`config.mk`:
```
export PLATFORM = sky130hd
export DESIGN_NAME = mult_seq
export DESIGN_NICKNAME = d
export VERILOG_FILES = /design/src/rtl/mult_seq.sv
export SDC_FILE = /design/constraint.sdc
export NUM_CORES = 1
export LEC_CHECK = 0
export CAP_MARGIN = 30
export CORE_ASPECT_RATIO = 0.7
export CORE_MARGIN = 1
export CORE_UTILIZATION = 30
export CTS_CLUSTER_SIZE = 40
export DETAILED_ROUTE_END_ITERATION = 8
export GPL_ROUTABILITY_DRIVEN = 0
export PLACE_DENSITY_LB_ADDON = 0.3
export SLEW_MARGIN = 20
export SYNTH_ARGS = -nofsm -noshare
export SYNTH_HDL_FRONTEND = slang
export SYNTH_SLANG_ARGS = --single-unit
```
`constraint.sdc`:
```
create_clock -name clk -period 9.1 [get_ports clk]
set_input_delay 0.91 -clock clk [delete_from_list [all_inputs] [get_ports clk]]
set_output_delay 0.91 -clock clk [all_outputs]
set_load 0.1 [all_outputs]
```
`src/rtl/mult_seq.sv`:
```
// mult_seq: iterative shift-add multiplier, one product bit per clock.
// Define MULT_SEQ_OVF_EN to add the registered ovf output.
module mult_seq #(
  parameter int WIDTH = 32
) (
  input  logic             clk,
  input  logic             rst,
  input  logic             start,
  input  logic             is_signed,
  input  logic [WIDTH-1:0] a,
  input  logic [WIDTH-1:0] b,
  output logic             busy,
  output logic             done,
  output logic [WIDTH-1:0] result,
`ifdef MULT_SEQ_OVF_EN
  output logic [WIDTH-1:0] result_hi,
  output logic             ovf
`else
  output logic [WIDTH-1:0] result_hi
`endif
);

  localparam int CW = $clog2(WIDTH);
  localparam int PW = 2 * WIDTH;

  typedef enum logic [1:0] {
    S_IDLE,
    S_RUN,
    S_FIN
  } state_e;

  state_e           state_q, state_d;
  logic [CW-1:0]    cnt_q, cnt_d;
  logic [WIDTH-1:0] mcand_q, mcand_d;
  logic [PW-1:0]    acc_q, acc_d;
  logic             neg_q, neg_d;
  logic             done_q, done_d;
  logic [WIDTH-1:0] lo_q, lo_d;
  logic [WIDTH-1:0] hi_q, hi_d;
`ifdef MULT_SEQ_OVF_EN
  logic             sgn_q, sgn_d;
  logic             ovf_q, ovf_d;
`endif

  logic             accept;
  logic [WIDTH-1:0] a_mag;
  logic [WIDTH-1:0] b_mag;
  logic [WIDTH-1:0] addend;
  logic [WIDTH:0]   sum;
  logic [PW-1:0]    prod;

  // The unit takes a new operation when idle or in its final cycle.
  assign accept = start && (state_q != S_RUN);

  // Signed operands are reduced to magnitudes; the sign is reapplied at the end.
  assign a_mag = (is_signed && a[WIDTH-1]) ? -a : a;
  assign b_mag = (is_signed && b[WIDTH-1]) ? -b : b;

  // The low half of the accumulator doubles as the shifting multiplier.
  assign addend = acc_q[0] ? mcand_q : '0;
  assign sum    = {1'b0, acc_q[PW-1:WIDTH]} + {1'b0, addend};
  assign prod   = neg_q ? -acc_q : acc_q;

  // Next-state, datapath and output-load decisions.
  always_comb begin
    state_d = state_q;
    cnt_d   = cnt_q;
    mcand_d = mcand_q;
    acc_d   = acc_q;
    neg_d   = neg_q;
    done_d  = 1'b0;
    lo_d    = lo_q;
    hi_d    = hi_q;
`ifdef MULT_SEQ_OVF_EN
    sgn_d   = sgn_q;
    ovf_d   = ovf_q;
`endif

    unique case (state_q)
      S_IDLE: begin
        if (start) state_d = S_RUN;
      end
      S_RUN: begin
        acc_d = {sum, acc_q[WIDTH-1:1]};
        cnt_d = cnt_q + 1'b1;
        if (cnt_q == CW'(WIDTH - 1)) begin
          cnt_d   = '0;
          state_d = S_FIN;
        end
      end
      S_FIN: begin
        lo_d    = prod[WIDTH-1:0];
        hi_d    = prod[PW-1:WIDTH];
        done_d  = 1'b1;
`ifdef MULT_SEQ_OVF_EN
        if (sgn_q) begin
          ovf_d = prod[PW-1:WIDTH] != {WIDTH{prod[WIDTH-1]}};
        end else begin
          ovf_d = |prod[PW-1:WIDTH];
        end
`endif
        state_d = start ? S_RUN : S_IDLE;
      end
      default: begin
        state_d = S_IDLE;
      end
    endcase

    if (accept) begin
      mcand_d = a_mag;
      acc_d   = {{WIDTH{1'b0}}, b_mag};
      neg_d   = is_signed & (a[WIDTH-1] ^ b[WIDTH-1]);
      cnt_d   = '0;
`ifdef MULT_SEQ_OVF_EN
      sgn_d   = is_signed;
`endif
    end
  end

  // State and datapath registers, cleared by synchronous reset.
  always_ff @(posedge clk) begin
    if (rst) begin
      state_q <= S_IDLE;
      cnt_q   <= '0;
      mcand_q <= '0;
      acc_q   <= '0;
      neg_q   <= 1'b0;
      done_q  <= 1'b0;
      lo_q    <= '0;
      hi_q    <= '0;
`ifdef MULT_SEQ_OVF_EN
      sgn_q   <= 1'b0;
      ovf_q   <= 1'b0;
`endif
    end else begin
      state_q <= state_d;
      cnt_q   <= cnt_d;
      mcand_q <= mcand_d;
      acc_q   <= acc_d;
      neg_q   <= neg_d;
      done_q  <= done_d;
      lo_q    <= lo_d;
      hi_q    <= hi_d;
`ifdef MULT_SEQ_OVF_EN
      sgn_q   <= sgn_d;
      ovf_q   <= ovf_d;
`endif
    end
  end

  assign busy      = (state_q != S_IDLE);
  assign done      = done_q;
  assign result    = lo_q;
  assign result_hi = hi_q;
`ifdef MULT_SEQ_OVF_EN
  assign ovf       = ovf_q;
`endif

endmodule

```
==> run summary <==
Fmax = 259 MHz
Share of cells above drive strength 1 = 4.47%
Die Height = 157 um
Synth Register Bits = 169
Top sig layer = met5
GRT Util Overall = 18.5%
Layout area overhead = 22.2%
Reg power frac = 44.2%
Post-Syn Nets = 1439
Status = finished clean
First-pass GRT wire length = 50800 um
Post-CTS sizing = 0
Critical path type = reg -> reg
WL/cell = 17.6 um
VDD IR max = 0.135 mV
Post-Synth Adder-Cell Area = 4.69%
Core area = 33600 um^2
Switching share of power = 29.8%
Power Internal = 0.00128 W
Reg-to-Reg End = result_hi[31]$_SDFFE_PP0P_
Via/cell ratio = 5.29
Req. time, crit path = 9420 ps
Met3 routed WL = 2530 um
Ys Warns = 0
WL met2 = 12200 um
Postcts setup bufs = 0
Layout Cells excl Fill = 1868
Synth Area in XOR/XNOR = 12.0%
Top FF cell, synth = dfxtp_1
Sequential fraction of the synthesis area = 32.8%
Final period utilization = 42.5%
Fill cells = 3489
Initial core utilization = 30.6%
Mapped Cells = 1333
Final TNS setup = 0 ps
Clock transition at path regs = 70 ps
Post-synth EDFFs = 0
Hold crit path type = reg -> reg
Fin Hold WS = 447 ps
Congestion Overflow GR = 0
Syn avg cell area = 7.73 um^2
CTS tree = yes
Die X = 224 um
Hold Path Depth = 2
Drt pass-1 iters = 5
Routed WL = 33000 um
Mapped cell area = 10300 um^2
CTS root buf = clkbuf_16
Area contributors post-synth = dfxtp_1 (33%), xor2_1 (8.2%), nand2_1 (5.8%), o21ai_0 (5.5%), nor2_1 (5.2%)
Vias in the first global route = 8710
Residual DRC = 0
Largest net degree at the start of global routing = 68
Worst clock skew = 10.9 ps
Pleak = 4.52 nW
R2R Setup Slk = 5230 ps
# IOs = 134
Worst rel slew slack = 31.0%
Top-area cell type share of the netlist area = 32.8%
Setup crit end kind = register
Dpl cells = 1835
Nets = 1527
Num Clock Sinks = 169
Largest area contributor in the netlist = dfxtp_1
Rows = 56
RSZ-0062 raised after global routing = false
Worst Tran Pin Value = 1030 ps
Clock latency on the worst-skew pair = 440 ps
Fin. Hold Viols = 0
# diodes = 0
Post-synth ARST share = 0%
Final setup fails = 0
First DRT Iteration DRCs = 857
PwrDens = 144 nW/um^2
PortBufs = 133
Largest family of logic cells by synthesized area = compound AO/OA/AOI/OAI gates
Post-route minimum period = 3870 ps
Initial antenna violation count = 1
Sw power = 0.000541 W
DP HPWL = 25400 um
Worst r2r src = acc_q[0]$_SDFFE_PP0P_
DIE AREA = 35100 um^2
Multiplexer share of the synthesized area = 0.388%
Synth Area in Compound Gates = 24.6%
Hold Buf Count CTS = 0
H-tree depth = 4
Max-slew violation count = 0
Post-synthesis simple-gate area fraction = 21.9%
Reg2reg path depth = 9
Antenna Nets Post-Route = 0
Hold worst-path end = result_hi[24]$_SDFFE_PP0P_
Hold Crit Start = result_hi[24]$_SDFFE_PP0P_
Max Cap Viol = 0
Vias = 9882
Metal-1 WL = 17900 um
Max clock buf depth = 2
Worst EP arrival = 4190 ps
Total clock buffers created by CTS = 17
CP startpoint kind = register
Max FO, Critical Path = 36
Synth unique cells = 59
Clock power share = 40.6%
Gate power share = 15.2%
cells by family after synthesis:
family                   Yosys count
XOR/XNOR                         141
AO/OA/AOI/OAI                    403
buffers and inverters             97
adder cells (fa/ha/maj)           38
multiplexers                       4
AND/OR/NAND/NOR                  481
flip-flops                       169
critical path, stage by stage, from the launching register on:
cell,delay [ps]
dfxtp_1,310
buf_4,220
or4_1,620
or4_2,650
nor3_1,650
nand2_1,210
or3_1,390
o41ai_1,390
xor2_1,200
o21ai_0,90
per-stage QoR:
step	setup WS, ps	total power [W]	cell area (um^2)	util [%]
after floorplan	5220	0.000983	10300	-
after global placement	5210	0.00109	12000	35.6
after detailed placement	5130	0.00109	12000	35.7
after CTS	5230	0.00182	12600	37.4
after global routing	4980	0.00189	12600	37.5
final	5230	0.00182	12600	37.5
cells in the final DEF, fill, tap and decap left out, types with 13 or more instances in the layout:
cell / Yosys / final
a211oi_1: 65 / 65
a21o_1: 16 / 16
a21oi_1: 104 / 104
and2_1: 36 / 36
clkbuf_16: 0 / 17
clkdlybuf4s50_1: 0 / 131
dfxtp_1: 169 / 168
ha_1: 37 / 37
inv_1: 21 / 21
nand2_1: 160 / 160
nand2b_1: 15 / 15
nand3_1: 13 / 13
nor2_1: 144 / 141
nor3_1: 25 / 25
nor4_1: 14 / 14
o21ai_0: 113 / 113
o31ai_1: 27 / 27
o41ai_1: 17 / 17
or3_1: 20 / 20
or4_1: 20 / 20
xnor2_1: 45 / 45
xor2_1: 96 / 96
synth_stat cells (16+ instances only):
library cell  number
xnor2_1           45
dfxtp_1          169
a21oi_1          104
o21ai_0          113
o41ai_1           17
xor2_1            96
or3_1             20
clkbuf_1          72
nand2_1          160
inv_1             21
or4_1             20
a21o_1            16
nor3_1            25
nor2_1           144
o31ai_1           27
ha_1              37
a211oi_1          65
and2_1            36
power by group through the flow:
stage / sequential (W) / clock [W] / combinational [W]
after floorplan: 0.000803 / 0 / 0.000180
after global placement: 0.000817 / 0 / 0.000270
after detailed placement: 0.000819 / 0 / 0.000273
after CTS: 0.000802 / 0.000748 / 0.000274
after global routing: 0.000806 / 0.000780 / 0.000306
final: 0.000804 / 0.000737 / 0.000277
how the worst max path moves through the flow:
stage	start	endpoint	slack (ps)	depth (start not counted)
floorplan	acc_q[0]$_SDFFE_PP0P_	result_hi[16]$_SDFFE_PP0P_	5220	14
global placement	a[2]	mcand_q[26]$_SDFFE_PP0P_	5210	8
detailed placement	a[2]	mcand_q[26]$_SDFFE_PP0P_	5130	8
CTS	acc_q[1]$_SDFFE_PP0P_	result_hi[16]$_SDFFE_PP0P_	5230	10
global route	acc_q[0]$_SDFFE_PP0P_	result_hi[31]$_SDFFE_PP0P_	4980	9
finish	acc_q[0]$_SDFFE_PP0P_	result_hi[31]$_SDFFE_PP0P_	5230	9
state kept, by name, summed over array words and instances, names as in the netlist:
signal and flops:
state_q 2, result_hi 32, mcand_q 32, result 32, neg_q 1, cnt_q 5, acc_q 64, done 1
per-layer routing:
layer,track usage [%],up-vias
met2,23.8,362
met5,0,-
met4,3.29,2
li1,-,4953
met3,3.40,25
met1,30.5,4540
final cells by class:
cell class	instances	area, um^2	area share (%)
Clock buffer	19	453	3.60
Clock inverter	12	129	1.02
Inverter	21	78.8	0.626
Multi-Input combinational cell	1067	6580	52.2
Sequential cell	169	3380	26.9
Tap cell	435	544	4.32
Timing Repair Buffer	145	1430	11.4
Note: power is estimated with default switching activity, not from simulation.
